`src/rtl/cache_exerciser.sv`:
```
// cache_exerciser: write-then-verify traffic generator for a 32-bit word cache port,
// with mismatch counting, first-error capture, access timeout and continuous looping.
module cache_exerciser #(
  parameter int unsigned ADDRESS_BITWIDTH     = 32,
  parameter int unsigned START_ADDRESS        = 0,
  parameter int unsigned WORD_COUNT           = 4096,
  parameter int unsigned STRIDE               = 4,
  parameter int unsigned TIMEOUT_CYCLES       = 4096,
  parameter int unsigned ERROR_COUNT_BITWIDTH = 16,
  parameter int unsigned PASS_COUNT_BITWIDTH  = 8
) (
  input  logic                            clk,
  input  logic                            rst,
  input  logic                            start,
  input  logic                            stop,
  input  logic                            continuous,
  input  logic [1:0]                      mode,
  output logic [ADDRESS_BITWIDTH-1:0]     address,
  output logic [31:0]                     data_in,
  output logic [3:0]                      write_enable,
  input  logic [31:0]                     data_out,
  input  logic                            data_out_ready,
  input  logic                            busy,
  output logic                            running,
  output logic                            done,
  output logic                            fault,
  output logic [ERROR_COUNT_BITWIDTH-1:0] error_count,
  output logic [PASS_COUNT_BITWIDTH-1:0]  pass_count,
  output logic [ADDRESS_BITWIDTH-1:0]     first_error_address,
  output logic [31:0]                     first_error_data
);
  localparam int AW = ADDRESS_BITWIDTH;
  localparam int EW = ERROR_COUNT_BITWIDTH;
  localparam int PW = PASS_COUNT_BITWIDTH;
  localparam int IW = WORD_COUNT > 1 ? $clog2(WORD_COUNT) : 1;
  localparam int TW = $clog2(TIMEOUT_CYCLES + 1);
  localparam logic [AW-1:0] START_A = AW'(START_ADDRESS);
  localparam logic [AW-1:0] STRIDE_A = AW'(STRIDE);
  typedef enum logic [3:0] {
    IDLE, WR_ISSUE, WR_SETTLE, WR_WAIT, RD_ISSUE, RD_SETTLE, RD_WAIT, DONE, FAULT
  } state_t;
  state_t state, next;
  logic [IW-1:0] idx;
  logic [4:0] bit_pos;
  logic [AW-1:0] cur_a, addr_q;
  logic [31:0] din_q, a32, pattern;
  logic [1:0] mode_q;
  logic [TW-1:0] timer;
  logic stop_q, idle_like, in_wait, exit_ok, last, stop_seen, mismatch, timed_out;
  always_comb begin
    a32 = 32'(cur_a);
    pattern = mode_q == 2'd0 ? a32 : mode_q == 2'd1 ? ~a32 : mode_q == 2'd2 ? 32'h1 << bit_pos : a32 + 32'(pass_count);
    idle_like = state inside {IDLE, DONE, FAULT};
    in_wait = state == WR_WAIT || state == RD_WAIT;
    exit_ok = !busy && (state == WR_WAIT || data_out_ready);
    last = idx == IW'(WORD_COUNT - 1);
    stop_seen = stop_q | stop;
    mismatch = state == RD_WAIT && exit_ok && data_out != pattern;
    timed_out = timer == TW'(TIMEOUT_CYCLES - 1);
  end
  always_ff @(posedge clk)
    state <= rst ? IDLE : next;
  always_comb begin
    next = state;
    case (state)
      IDLE, DONE, FAULT: next = start ? WR_ISSUE : state;
      WR_ISSUE:  next = WR_SETTLE;
      WR_SETTLE: next = WR_WAIT;
      WR_WAIT:   next = exit_ok ? (stop_seen ? DONE : last ? RD_ISSUE : WR_ISSUE) : timed_out ? FAULT : WR_WAIT;
      RD_ISSUE:  next = RD_SETTLE;
      RD_SETTLE: next = RD_WAIT;
      RD_WAIT:   next = exit_ok ? (last ? (continuous && !stop_seen ? WR_ISSUE : DONE) : stop_seen ? DONE : RD_ISSUE)
                                : timed_out ? FAULT : RD_WAIT;
      default:   next = IDLE;
    endcase
  end
  // issue states present the fresh word; every other state holds the last issued one
  always_comb begin
    running = !idle_like;
    done = state == DONE;
    fault = state == FAULT;
    write_enable = state == WR_ISSUE ? 4'hF : 4'h0;
    address = state == WR_ISSUE || state == RD_ISSUE ? cur_a : addr_q;
    data_in = state == WR_ISSUE ? pattern : din_q;
  end
  always_ff @(posedge clk) begin
    if (rst) begin
      idx <= '0;
      bit_pos <= '0;
      cur_a <= '0;
      addr_q <= '0;
      din_q <= '0;
      mode_q <= '0;
      stop_q <= 1'b0;
      timer <= '0;
      error_count <= '0;
      pass_count <= '0;
      first_error_address <= '0;
      first_error_data <= '0;
    end else if (idle_like && start) begin
      idx <= '0;
      bit_pos <= '0;
      cur_a <= START_A;
      mode_q <= mode;
      stop_q <= 1'b0;
      timer <= '0;
      error_count <= '0;
      pass_count <= '0;
      first_error_address <= '0;
      first_error_data <= '0;
    end else begin
      if (stop && running) stop_q <= 1'b1;
      timer <= in_wait ? timer + TW'(1) : '0;
      if (state == WR_ISSUE || state == RD_ISSUE) addr_q <= cur_a;
      if (state == WR_ISSUE) din_q <= pattern;
      if (mismatch) begin
        error_count <= &error_count ? error_count : error_count + EW'(1);
        if (error_count == '0) begin
          first_error_address <= cur_a;
          first_error_data <= data_out;
        end
      end
      if (in_wait && exit_ok) begin
        idx <= last ? '0 : idx + IW'(1);
        bit_pos <= last ? '0 : bit_pos + 5'd1;
        cur_a <= last ? START_A : cur_a + STRIDE_A;
        if (state == RD_WAIT && last) pass_count <= pass_count + PW'(1);
      end
    end
  end
endmodule
```
`config.mk`:
```
export PLATFORM = sky130hd
export DESIGN_NAME = cache_exerciser
export DESIGN_NICKNAME = d
export VERILOG_FILES = /design/src/rtl/cache_exerciser.sv
export SDC_FILE = /design/constraint.sdc
export NUM_CORES = 1
export LEC_CHECK = 0
export ABC_CLOCK_PERIOD_IN_PS = 4330
export BUFFER_PORTS_ARGS = -buffer_cell sky130_fd_sc_hd__buf_2
export CAP_MARGIN = 5
export CORE_MARGIN = 2
export CORE_UTILIZATION = 51
export DETAILED_ROUTE_END_ITERATION = 10
export GPL_TIMING_DRIVEN = 0
export PLACE_DENSITY = 0.73
export SLEW_MARGIN = 0
export SYNTH_ARGS = -nofsm -noshare
export SYNTH_HDL_FRONTEND = slang
export SYNTH_SLANG_ARGS = --single-unit
```
`constraint.sdc`:
```
create_clock -name clk -period 4.33 [get_ports clk]
set_input_delay 0 -clock clk [delete_from_list [all_inputs] [get_ports clk]]
set_output_delay 0 -clock clk [all_outputs]
set_load 0.005 [all_outputs]
```
==> results of run 1 <==
[worst register-to-register path, stage by stage, from the launching register on]
cell and delay, ps:
dfxtp_1 420, ha_1 490, o21ai_1 240, a2111o_1 550
nand2b_4 230, a311oi_2 510, xnor2_1 180, nand4_1 100
nor4_1 380, and4_4 370, buf_6 150, buf_6 150
buf_6 150, o21ai_1 80, a21oi_1 130
[final timing paths]
kind,end,slack (ps)
max,error_count[1],110
min,error_count[2],100
max reg2reg,error_count[1],110
min reg2reg,first_error_address[10],460
[what timing repair did]
| action | in CTS | in global routing |
|---|---|---|
| buffers inserted | 0 | 2 |
| hold buffers | 38 | 0 |
| pin swaps | 0 | 1 |
| endpoints found under the hold margin | 39 | 0 |
| resized for setup | 1 | 7 |
| setup endpoints to repair | 7 | 76 |
[flip-flops by register name (all words and copies together) (netlist names), 5 cells and up]
signal and cells:
pass_count 8, bit_pos 5, error_count 16, first_error_address 30, addr_q 32, idx 12
din_q 32, timer 13, a32 30, first_error_data 32
[cell type report]
cell class / count / share of cell area [%]
buffer: 118 / 4.47
multi-input combinational: 1133 / 48.3
tap: 319 / 2.69
sequential: 217 / 29.3
timing repair buffer: 235 / 9.23
clock inverter: 11 / 0.952
clock buffer: 31 / 4.55
inverter: 21 / 0.531
[power groups by stage]
stage	logic, mW	registers (mW)	clock network [mW]
floorplan	0.423	2.07	0
global placement	0.689	2.08	0
detailed placement	0.691	2.08	0
CTS	0.721	2.03	2.13
global route	0.795	2.04	2.22
finish	0.752	2.03	2.11
[through the flow]
stage	setup slack, ps	hold slack (ps)	std cells	TNS [ps]	utilization (%)
after floorplan	1050	141	1489	0	-
after global routing	-27.9	149	2085	-79.8	63.3
final	109	97.1	2085	0	63.3
after detailed placement	-13.1	265	2003	-44.0	57.9
after CTS	30.4	86.4	2083	0	63.0
after global placement	4.01	262	2003	0	57.9
[per-layer routing]
metal  share of wire [%]  vias up
met2                  43      674
li1                    -     5713
met1                  42     5724
met3                  11      104
met5                   0        -
met4                 3.7        0
[layout by cell type, fill, tap and decap left out, drive strengths merged, types with 31 or more instances in the layout]
| master | Yosys | layout |
|---|---|---|
| mux2i | 74 | 74 |
| clkbuf | 65 | 96 |
| o21ai | 66 | 66 |
| dlygate4sd3 | 0 | 38 |
| buf | 53 | 250 |
| dfxtp | 217 | 217 |
| nor2 | 120 | 120 |
| nand3 | 59 | 59 |
| nor3 | 33 | 33 |
| a21oi | 52 | 52 |
| xor2 | 53 | 53 |
| xnor2 | 54 | 54 |
| nand2 | 232 | 232 |
| mux2 | 31 | 31 |
| nor2b | 73 | 73 |
[cell families after synthesis]
kind of cell	after synthesis	synth area share (%)
other cells	1	0.0307
compound gates	231	12.5
flops	217	35.6
mux	105	8.92
simple gates	670	27.4
xor+xnor	107	7.67
buf+inv	139	6.08
fa+ha+maj	18	1.84
==> impl_metrics.tcl, run 1 <==
set metrics [dict create \
    status "finished, final reports clean" \
    crit_fanout 10 \
    fin_crit_ps 4220 \
    ant_nets 0 \
    power-per-cell-area_nw_per_um2 330 \
    synth_common_cells "nand2_1 (230), dfxtp_1 (217), nor2_1 (120)" \
    use_met1_pct 46.1 \
    clockBufferDepth 3 \
    vias_per_cell 5.86 \
    yosysTopAreaCell "dfxtp_1" \
    io_buffers 195 \
    syn_area_um2 12200 \
    p_clk_share_pct 43.1 \
    drv_slew 0 \
    ys.flop_type "dfxtp_1" \
    nets 1808 \
    worst_setup_path_end_kind "register" \
    cts_tree "yes" \
    ys.warnings.count 0 \
    fin_crit_sh_pct 97.5 \
    ys_async_sr_fraction_pct 0 \
    met3_usage_pct 8.65 \
    yosys-top-cells-area "dfxtp_1 (36%), nand2_1 (7.1%), mux2i_1 (6.1%), xnor2_1 (3.9%), xor2_1 (3.8%)" \
    p_leak_nw 5.89 \
    multiInputGateArea_um2 7180 \
    r2r.worst_path.cells 14 \
    drtIter0Drc 1217 \
    required_ps 4790 \
    ys_ff_latch 217 \
    die_height_um 159 \
    core_area_um2 23500 \
    ys_types 82 \
    min_path_type "input port to register" \
    synthMostInstantiatedCell "nand2_1" \
    peakVddDrop_mv 0.308 \
    slowest_stage "a2111o_1" \
    timing.critical_path.from "a32[7]" \
    initial_core_util_pct 52.1 \
    die_x_um 159 \
    critical_path.max_stage_delay_ps 550 \
    dp_hpwl_um 33100 \
    p_comb_share_pct 15.3 \
    internal_power_mw 3.54 \
    nFillCells 2036 \
    clkLatencyLatePin_ps 530 \
    finClkSkew_ps 23.3 \
    path_cells "ha_1, o21ai_1, a2111o_1, nand2b_4, a311oi_2, xnor2_1, nand4_1, nor4_1, and4_4, buf_6, buf_6, buf_6, o21ai_1, a21oi_1" \
    setup_violations 0 \
    h-tree-depth 1 \
    cp.depth 14 \
    hp-start "busy" \
    rows 56 \
    grt_antenna_before_repair 0 \
    drt-total-wl_um 44500 \
    path_common_cell "buf_6" \
    grtUsageTotal_pct 34.2 \
    regArea_um2 4340 \
    crit_type "register to register" \
    grt_pass1_wl_um 67900 \
    place_congestion 0.993 \
    grt_pass1_vias 11600 \
    switching_share_pct 27.6 \
    placed_area_um2 13600 \
    drive_gt1_share_pct 19.8 \
    yosysSeqAreaShare_pct 35.6 \
    worst_pin_slew_ps 1100 \
    clock-sinks 217 \
    vias 12200 \
    worst_slew_margin_rel_pct 26.0 \
    busiest_layer "met2" \
    n_antenna_cell 0 \
    grt_util_met2_pct 52.8 \
    die_area_um2 25200 \
    finalPower_mw 4.90 \
    startpoint_type "register" \
    overflow 0 \
    synth_top_area_share_pct 35.6 \
    root_buffer "clkbuf_16" \
    worstPathArrival_ps 4680 \
    path_clk_slew_ps 70 \
    cts_made_buffers 23 \
    wire_per_inst_um 21.4 \
    syn_to_final_growth_pct 21.6 \
    synth_edf_count 0 \
    hold_violations 0 \
    drc 0 \
    cp_top_family "compound AO/OA/AOI/OAI gates" \
    fmax_mhz 237 \
    switching_power_mw 1.35 \
    min_path_cells 6 \
    fin_area_um2 14900 \
    cap_violations 0 \
    syn_inst 1488 \
    worst-path-buf-inv 3 \
    io_pins 200 \
    seqPwrFrac_pct 41.5 \
    drtPass1Iterations 5 \
    syn_avg_cell_area_um2 8.21 \
    grt_max_degree 15 \
    crit-reg2reg-launch "a32[7]" \
]
(Power assumes the default switching activity.)
==> inputs of run 2 (changes only) <==
--- a/config.mk
+++ b/config.mk
@@ -12,7 +12,7 @@
 export CORE_UTILIZATION = 51
 export DETAILED_ROUTE_END_ITERATION = 10
 export GPL_TIMING_DRIVEN = 0
-export PLACE_DENSITY = 0.73
+export PLACE_DENSITY = 0.82
 export SLEW_MARGIN = 0
 export SYNTH_ARGS = -nofsm -noshare
 export SYNTH_HDL_FRONTEND = slang
==> run 2 against run 1 <==
Compared with the run above:
- non-clock buffer count is 2 lower
- wire length grew 2.8%
- global-route usage up 0.73 points
- worst setup slack better by 69 ps
- highest routed layer unchanged
- die area unchanged
==> impl_metrics.tcl, run 2 (synthesis results as in run 1) <==
set metrics [dict create \
    worst_pin_slew_ps 1220 \
    place_congestion 0.975 \
    path_common_cell "buf_6" \
    regArea_um2 4340 \
    setup_violations 0 \
    reg_top3 "addr_q (32), din_q (32), first_error_data (32)" \
    drv_slew 0 \
    grtUsageTotal_pct 34.9 \
    cts_made_buffers 24 \
    vias 12600 \
    nets 1807 \
    multiInputGateArea_um2 7180 \
    fmax_mhz 241 \
    min_path_type "input port to register" \
    crit_fanout 10 \
    fin_crit_ps 4150 \
    slowest_stage "a311oi_1" \
    path_clk_slew_ps 60 \
    fin_tns_setup_ps 0 \
    drtPass1Iterations 5 \
    drtIter0Drc 1129 \
    cap_violations 0 \
    cts_tree "yes" \
    die_x_um 159 \
    clock-sinks 217 \
    finClkSkew_ps 8.05 \
    die_area_um2 25200 \
    drive_gt1_share_pct 19.6 \
    timing.critical_path.from "a32[7]" \
    path_cells "ha_1, o21ai_1, a2111o_1, nand2b_4, a311oi_1, xnor2_1, nor4_2, and4_4, buf_6, buf_6, buf_6, o31ai_1, a21oi_1" \
    crit_type "register to register" \
    wire_per_inst_um 22.0 \
    dp_hpwl_um 33800 \
    io_buffers 195 \
    worstPathArrival_ps 4600 \
    grt_max_degree 14 \
    grt_pass1_vias 12000 \
    overflow 0 \
    hp-start "busy" \
    peakVddDrop_mv 0.229 \
    crit-reg2reg-launch "a32[7]" \
    h-tree-depth 1 \
    rsz0062_at_grt "false" \
    core_area_um2 23500 \
    ant_nets 0 \
    finalPower_mw 4.81 \
    fin_crit_sh_pct 95.9 \
    vias_per_cell 6.03 \
    final_cell_mix "nand2_1 (230), dfxtp_1 (217), buf_2 (216)" \
    p_leak_nw 5.87 \
    grt_antenna_before_repair 0 \
    rows 56 \
    cts_setup_buffers 0 \
    startpoint_type "register" \
    worst_slew_margin_rel_pct 18.0 \
    root_buffer "clkbuf_16" \
    syn_to_final_growth_pct 21.1 \
    die_height_um 159 \
    drc 0 \
    nFillCells 2001 \
    status "finished, final reports clean" \
    hold_ws_ps 114 \
    clockBufferDepth 3 \
    hold_violations 0 \
    io_pins 200 \
    grt_pass1_wl_um 69300 \
    power-per-cell-area_nw_per_um2 325 \
    initial_core_util_pct 52.1 \
    drt-total-wl_um 45800 \
    required_ps 4780 \
    worst_setup_path_end_kind "register" \
    mostFrequentLayoutCell "nand2_1" \
    n_antenna_cell 0 \
    critical_path.max_stage_delay_ps 690 \
    clkLatencyLatePin_ps 530 \
]
[run 2: cell types whose count changed in the layout (fill, tap and decap cells not counted), sizes merged]
| cell | previous run | this run |
|---|---|---|
| clkbuf | 96 | 98 |
| bufinv | 3 | 1 |
| buf | 250 | 248 |
| clkinvlp | 3 | 1 |
| clkinv | 4 | 7 |
| inv | 22 | 21 |
[run 2: layout make-up]
class	instances	area share, %
buffer	118	4.49
clock inverter	9	0.516
tap	319	2.70
inverter	21	0.533
sequential	217	29.4
clock buffer	33	4.70
timing repair buffer	233	9.17
multi-input combinational	1133	48.5
[run 2: final timing paths]
check,to,slack (ps),cells past startpoint
worst min register to register,first_error_address[10],460,2
worst min-delay path,state[1],110,6
worst max register to register,error_count[11],180,13
worst max-delay path,error_count[11],180,13
[run 2: layer usage]
| layer | GRT usage [%] | up-vias | wire, um |
|---|---|---|---|
| li1 | - | 5716 | - |
| met4 | 13.5 | 0 | 1600 |
| met1 | 47.5 | 6034 | 19500 |
| met3 | 5.22 | 100 | 4200 |
| met2 | 55.7 | 710 | 20500 |
| met5 | 0 | - | 0 |
[run 2: power by group]
group / switching (mW) / internal (mW) / leakage, nW / total (mW)
combinational: 0.508 / 0.249 / 3.74 / 0.757
clock: 0.839 / 1.18 / 0.383 / 2.02
sequential: 0.0144 / 2.02 / 1.75 / 2.03
total: 1.36 / 3.45 / 5.87 / 4.81
[run 2: per-stage QoR]
| stage | utilization [%] | area [um2] | setup WS [ps] | cells |
|---|---|---|---|---|
| floorplan | - | 12200 | 1050 | 1489 |
| global placement | 57.9 | 13600 | -39.3 | 2003 |
| detailed placement | 57.9 | 13600 | -20.0 | 2003 |
| CTS | 62.9 | 14800 | 63.6 | 2083 |
| global route | 63.0 | 14800 | 48.9 | 2083 |
| finish | 63.0 | 14800 | 178 | 2083 |
[run 2: critical path: cells and delay by family, from the launching register on]
kind,cells,cell delay (ps)
compound gates,5,1690
xor+xnor,1,160
fa+ha+maj,1,510
buf+inv,3,450
flops,1,400
simple gates,3,870
[run 2: repair_timing]
action                                  in CTS  in global routing
hold buffers                                38                  0
resized for setup                            2                  7
hold endpoints to repair                    39                  0
endpoints found under the setup margin      10                 78
